`src/rtl/ap_prof_pkg.sv`:
```
// Shared types for the ap_ctrl_hs transaction profiler: FSM states and the
// record layout carried through the record FIFO.
package ap_prof_pkg;

    localparam int unsigned PROF_TS_W  = 32;
    localparam int unsigned PROF_SEQ_W = 16;

    typedef enum logic {
        IDLE = 1'b0,
        RUN  = 1'b1
    } prof_state_e;

    typedef struct packed {
        logic [PROF_SEQ_W-1:0] seq;
        logic [PROF_TS_W-1:0]  start_ts;
        logic [PROF_TS_W-1:0]  lat;
        logic [PROF_TS_W-1:0]  ii;
    } prof_rec_t;

endpackage

```
`src/rtl/prof_rec_fifo.sv`:
```
// First-word-fall-through record FIFO with extra-bit pointers; a push into a
// full FIFO is accepted when a pop happens in the same cycle.
module prof_rec_fifo
    import ap_prof_pkg::*;
#(
    parameter int unsigned DEPTH = 8
) (
    input  logic      clk,
    input  logic      rst_n,
    input  logic      push,
    input  prof_rec_t push_data,
    input  logic      pop,
    output logic      full,
    output logic      empty,
    output prof_rec_t head
);

    localparam int unsigned AW = $clog2(DEPTH);

    prof_rec_t     mem_q [DEPTH];
    logic [AW:0]   wr_ptr_q, wr_ptr_d;
    logic [AW:0]   rd_ptr_q, rd_ptr_d;
    logic          do_push;
    logic          do_pop;

    always_comb begin
        empty    = (wr_ptr_q == rd_ptr_q);
        full     = (wr_ptr_q[AW] != rd_ptr_q[AW]) &&
                   (wr_ptr_q[AW-1:0] == rd_ptr_q[AW-1:0]);
        do_pop   = pop && !empty;
        do_push  = push && (!full || do_pop);
        wr_ptr_d = wr_ptr_q + {{AW{1'b0}}, do_push};
        rd_ptr_d = rd_ptr_q + {{AW{1'b0}}, do_pop};
        head     = mem_q[rd_ptr_q[AW-1:0]];
    end

    // NOTE: sequential state uses non-blocking assignments so every flop samples pre-edge values.
    always_ff @(posedge clk) begin
        if (!rst_n) begin
            wr_ptr_q <= '0;
            rd_ptr_q <= '0;
        end else begin
            wr_ptr_q <= wr_ptr_d;
            rd_ptr_q <= rd_ptr_d;
        end
    end

    // NOTE: storage is not reset; the pointers alone define which entries are meaningful.
    always_ff @(posedge clk) begin
        if (do_push) begin
            mem_q[wr_ptr_q[AW-1:0]] <= push_data;
        end
    end

endmodule

```
`src/rtl/ap_txn_profiler.sv`:
```
// Profiles ap_ctrl_hs transactions: timestamps start and done, derives latency
// and start-to-start interval, and queues one record per completed transaction.
module ap_txn_profiler
    import ap_prof_pkg::*;
#(
    parameter int unsigned TS_W  = 32,
    parameter int unsigned DEPTH = 8,
    parameter int unsigned SEQ_W = 16
) (
    input  logic             ap_clk,
    input  logic             ap_rst_n,
    input  logic             enable,
    input  logic             mon_ap_start,
    input  logic             mon_ap_ready,
    input  logic             mon_ap_done,
    input  logic             mon_ap_continue,
    output logic             rec_valid,
    input  logic             rec_ready,
    output logic [SEQ_W-1:0] rec_seq,
    output logic [TS_W-1:0]  rec_start_ts,
    output logic [TS_W-1:0]  rec_lat,
    output logic [TS_W-1:0]  rec_ii,
    output logic [SEQ_W-1:0] overflow_cnt,
    output logic             busy
);

    prof_state_e      state_q, state_d;
    logic [TS_W-1:0]  ts_q, ts_d;
    logic [TS_W-1:0]  start_ts_q, start_ts_d;
    logic [TS_W-1:0]  ii_q, ii_d;
    logic [TS_W-1:0]  last_start_q, last_start_d;
    logic             ready_seen_q, ready_seen_d;
    logic [SEQ_W-1:0] seq_q, seq_d;
    logic [SEQ_W-1:0] ovf_q, ovf_d;

    logic             done_hs;
    logic             done_evt;
    logic [TS_W-1:0]  start_ii;
    logic [TS_W-1:0]  evt_start_ts, evt_lat, evt_ii;
    prof_rec_t        push_rec;
    prof_rec_t        head;
    logic             fifo_full, fifo_empty, fifo_pop;

    // NOTE: every always_comb output gets a default first so no path can infer a latch.
    always_comb begin
        state_d      = state_q;
        ts_d         = ts_q + TS_W'(1);
        start_ts_d   = start_ts_q;
        ii_d         = ii_q;
        last_start_d = last_start_q;
        ready_seen_d = ready_seen_q | mon_ap_ready;
        done_evt     = 1'b0;
        evt_start_ts = '0;
        evt_lat      = '0;
        evt_ii       = '0;
        done_hs      = mon_ap_done && mon_ap_continue;
        start_ii     = ready_seen_q ? (ts_q - last_start_q) : '0;

        case (state_q)
            IDLE: begin
                if (enable && mon_ap_start) begin
                    if (done_hs) begin
                        done_evt     = 1'b1;
                        evt_start_ts = ts_q;
                        evt_ii       = start_ii;
                        last_start_d = ts_q;
                    end else begin
                        state_d    = RUN;
                        start_ts_d = ts_q;
                        ii_d       = start_ii;
                    end
                end
            end
            RUN: begin
                // Losing enable abandons the transaction without touching history.
                if (!enable) begin
                    state_d = IDLE;
                end else if (done_hs) begin
                    state_d      = IDLE;
                    done_evt     = 1'b1;
                    evt_start_ts = start_ts_q;
                    evt_lat      = ts_q - start_ts_q;
                    evt_ii       = ii_q;
                    last_start_d = start_ts_q;
                end
            end
            default: state_d = IDLE;
        endcase

        fifo_pop = !fifo_empty && rec_ready;
        seq_d    = done_evt ? seq_q + SEQ_W'(1) : seq_q;
        ovf_d    = ovf_q;
        if (done_evt && fifo_full && !fifo_pop && (ovf_q != '1)) begin
            ovf_d = ovf_q + SEQ_W'(1);
        end

        push_rec.seq      = PROF_SEQ_W'(seq_q);
        push_rec.start_ts = PROF_TS_W'(evt_start_ts);
        push_rec.lat      = PROF_TS_W'(evt_lat);
        push_rec.ii       = PROF_TS_W'(evt_ii);
    end

    always_ff @(posedge ap_clk) begin
        if (!ap_rst_n) begin
            state_q      <= IDLE;
            ts_q         <= '0;
            start_ts_q   <= '0;
            ii_q         <= '0;
            last_start_q <= '0;
            ready_seen_q <= 1'b0;
            seq_q        <= '0;
            ovf_q        <= '0;
        end else begin
            state_q      <= state_d;
            ts_q         <= ts_d;
            start_ts_q   <= start_ts_d;
            ii_q         <= ii_d;
            last_start_q <= last_start_d;
            ready_seen_q <= ready_seen_d;
            seq_q        <= seq_d;
            ovf_q        <= ovf_d;
        end
    end

    prof_rec_fifo #(
        .DEPTH (DEPTH)
    ) u_fifo (
        .clk       (ap_clk),
        .rst_n     (ap_rst_n),
        .push      (done_evt),
        .push_data (push_rec),
        .pop       (fifo_pop),
        .full      (fifo_full),
        .empty     (fifo_empty),
        .head      (head)
    );

    // Record fields read as zero whenever nothing is queued, including after reset.
    assign rec_valid    = !fifo_empty;
    assign rec_seq      = fifo_empty ? '0 : head.seq[SEQ_W-1:0];
    assign rec_start_ts = fifo_empty ? '0 : head.start_ts[TS_W-1:0];
    assign rec_lat      = fifo_empty ? '0 : head.lat[TS_W-1:0];
    assign rec_ii       = fifo_empty ? '0 : head.ii[TS_W-1:0];
    assign overflow_cnt = ovf_q;
    assign busy         = (state_q == RUN);

endmodule

```
`config.mk`:
```
export PLATFORM = sky130hd
export DESIGN_NAME = ap_txn_profiler
export DESIGN_NICKNAME = d
export VERILOG_FILES = /design/src/rtl/ap_prof_pkg.sv /design/src/rtl/prof_rec_fifo.sv /design/src/rtl/ap_txn_profiler.sv
export SDC_FILE = /design/constraint.sdc
export NUM_CORES = 1
export LEC_CHECK = 0
export ABC_CLOCK_PERIOD_IN_PS = 12630
export BUFFER_PORTS_ARGS = -buffer_cell sky130_fd_sc_hd__buf_2
export CORE_MARGIN = 5
export CORE_UTILIZATION = 64
export CTS_BUF_LIST = sky130_fd_sc_hd__clkbuf_4
export CTS_CLUSTER_SIZE = 8
export DETAILED_ROUTE_END_ITERATION = 10
export GPL_TIMING_DRIVEN = 0
export PLACE_DENSITY = 0.85
export SYNTH_ARGS = -nofsm -noshare
export SYNTH_HDL_FRONTEND = slang
export SYNTH_SLANG_ARGS = --single-unit
```
`constraint.sdc`:
```
create_clock -name ap_clk -period 12.63 [get_ports ap_clk]
set_clock_uncertainty 0.1 [all_clocks]
set_input_delay 0.6315 -clock ap_clk [delete_from_list [all_inputs] [get_ports ap_clk]]
set_output_delay 0.6315 -clock ap_clk [all_outputs]
set_load 0.02 [all_outputs]
```
==> metrics <==
status=complete, no violations; remaining global-route overflow=0; port buffer count=137; Post-synth EDFFs=896; Longest Clk Path Bufs=4; Inserted Clock Buffers=280; Detailed Place HPWL=77200 um; CTS tree=built; RSZ-0062 raised after global routing=false; CP Buf/Inv Count=4; total wire length=113000 um; CP max stage delay=1.08 ns; first-pass GRT wire length=172000 um; vias in the first global route=28872; Final min period=5.35 ns; Yosys cell types=86; Worst-Skew Late Latency=1.08 ns; cell area after layout=51200 sq um; Inst Count DP=3962; register area=30300 sq um; Mapped Cells=2795; top_reg_cell synth=edfxtp_1; Clock Tree Root=clkbuf_4; Crit path top cell by count=clkbuf_1; WS Path Type=flip-flop to output pin; post-synthesis sequential area ratio=0.678; largest net degree at the start of global routing=26; crit start category=flip-flop; Avg Synthesized Cell Area=16.0 sq um; TritonCTS Sinks=1066; Critical-path top delay cell=clkbuf_1; average wire per standard cell=25.6 um; antenna violations before repair=4; Layout area overhead=14.6%; Layout Cells excl Fill=4422; Detail Route Antenna Nets=0; Die W=274 um; final hold violations=0; GRT Resource Usage Total=0.306; Slew Viols, Final=0; Initial Utilization=0.642; initial drt markers=3148; max cap viols=0; Layout Nets=3389; slew margin rel.=0.0637; row cnt=97; register bit count reported by yosys=1066; layout cells sized above 1=0.269; VDD IR max=0.114 mV; Final Core Density=0.736; synthesized cell area=44700 sq um; Critical Path End Type=output pin; Critical Path RT=11.90 ns; drt first pass iters=6; setup violators final=0; Hold WS=0.161 ns; core area=69700 sq um; Area after DPL=47800 sq um; post-CTS sizing=0; die height=274 um; die area=75200 sq um; Post-Syn Nets=2875; Vias=28040; post-placement worst setup slack=8.21 ns; Slew @ Worst Pin=1.39 ns; CP cell instances=clkbuf_1 -> clkbuf_1 -> buf_1 -> mux2i_1 -> nor2_1 -> buf_2; multi-input logic area=13500 sq um; clk slew on worst S/H paths=0.07 ns; Crit path arrival time=4.62 ns; fmax=187 MHz; HP Class=primary input to flip-flop; most frequent cells in the layout=edfxtp_1 (896), clkbuf_4 (403), nor2_1 (307); post-route clock period utilization=0.423; DRC errors left=0; warnings from Yosys=0; PD cells=138 nW/um^2; fillcell total=4176; most common cell after layout, fill and taps aside=edfxtp_1; final setup margin=7.28 ns; DR vias/cell=6.34; gp weighted congestion=0.941; Worst path top cell family by delay=buffers and inverters; Post-synth ARST share=0; P_leak=17.7 nW; Top-Level Pins=138; htree depth=5; critical-path maximum fanout=10
[per-stage QoR]
| step | total power, mW | TNS, ns |
|---|---|---|
| 6_report | 7.09 | 0 |
| 5_1_grt | 7.38 | 0 |
| 4_1_cts | 7.14 | 0 |
| 3_5_place_dp | 4.26 | 0 |
| 3_3_place_gp | 4.25 | -3726.66 |
| 2_1_floorplan | 4.13 | 0 |
[synth_stat cells, types with 4 or more instances]
cell / count / share of area
o21ai_1: 4 / 0.00045
nand2b_1: 11 / 0.0015
a211oi_1: 6 / 0.0010
a21o_1: 32 / 0.0054
nor3_1: 17 / 0.0019
o211ai_1: 5 / 0.00084
nor2_1: 309 / 0.026
or3_1: 15 / 0.0021
nor2b_1: 9 / 0.0013
nor3b_1: 5 / 0.00084
clkbuf_1: 95 / 0.0080
a22oi_1: 38 / 0.0064
inv_1: 82 / 0.0069
ha_1: 70 / 0.020
mux2i_1: 117 / 0.026
xor2_1: 49 / 0.0096
and3_1: 17 / 0.0024
o21ai_0: 60 / 0.0067
nand4_1: 28 / 0.0039
buf_1: 25 / 0.0021
and2_1: 13 / 0.0018
o21bai_1: 4 / 0.00067
edfxtp_1: 896 / 0.60
and4_1: 4 / 0.00078
o31ai_1: 6 / 0.0010
o21a_1: 13 / 0.0022
nand2_1: 97 / 0.0081
buf_2: 23 / 0.0026
nand3_1: 45 / 0.0050
a21boi_0: 4 / 0.00067
dfxtp_1: 170 / 0.076
a21oi_1: 108 / 0.012
xnor2_1: 61 / 0.012
a22o_1: 68 / 0.013
mux4_2: 224 / 0.11
[state kept, by name, summed over array words and instances (netlist names)]
name	flops
u_fifo.mem_q	896
ii_q	32
last_start_q	32
start_ts_q	32
ts_q	32
overflow_cnt	16
seq_q	16
u_fifo.rd_ptr_q	4
u_fifo.wr_ptr_q	4
busy	1
ready_seen_q	1
[tightest hold or removal path: stages]
cell and delay [ns]:
buf_2 0.11, nand3_1 0.18, nor3_1 0.18
[final timing paths]
| path | start | end | slack, ns | cells after the start |
|---|---|---|---|---|
| min | mon_ap_continue | u_fifo.mem_q[0][34] | 0.16 | 3 |
| min reg2reg | ii_q[8] | ii_q[8] | 0.36 | 2 |
| max reg2reg | u_fifo.rd_ptr_q[2] | u_fifo.mem_q[2][29] | 8.39 | 13 |
| max | u_fifo.rd_ptr_q[2] | rec_ii[25] | 7.28 | 6 |
[cell families after synthesis]
group	count (synthesis)	synth area share
AOI/OAI and AO/OA	386	0.0603
xor gates and xnor gates	110	0.0216
adders and majority gates	72	0.0205
buffers and inverters	229	0.0207
DFF	1066	0.678
muxes	343	0.140
and+or+nand+nor	589	0.0594
[area by class of cell]
| cell class | instances | area share |
|---|---|---|
| Clock buffer | 402 | 0.0589 |
| Inverter | 83 | 0.00608 |
| Tap cell | 940 | 0.0230 |
| Buffer | 146 | 0.0120 |
| Clock inverter | 50 | 0.00691 |
| Timing Repair Buffer | 232 | 0.0378 |
| Sequential cell | 1066 | 0.592 |
| Antenna cell | 3 | 0.000147 |
| Multi-Input combinational cell | 1500 | 0.264 |
[layer usage]
metal | up-vias | part of all wire | routed length (um) | global-route usage
met2 | 1706 | 0.49 | 55700 | 0.494
met4 | 0 | 0.041 | 4660 | 0.134
met1 | 14020 | 0.37 | 42200 | 0.399
met3 | 290 | 0.096 | 10800 | 0.0787
li1 | 12024 | - | - | -
met5 | - | 0 | 0 | 0
[what timing repair did]
item                      CTS  global route
setup buffers               0             0
hold buffers                4             0
hold endpoints to repair    8             0
[power breakdown]
part / internal, mW / total (mW) / switching, mW
Combinational: 0.152 / 0.408 / 0.256
Sequential: 3.77 / 3.78 / 0.00656
Clock: 1.57 / 2.91 / 1.34
Total: 5.50 / 7.09 / 1.60
Power figures use the tool's default switching activity.
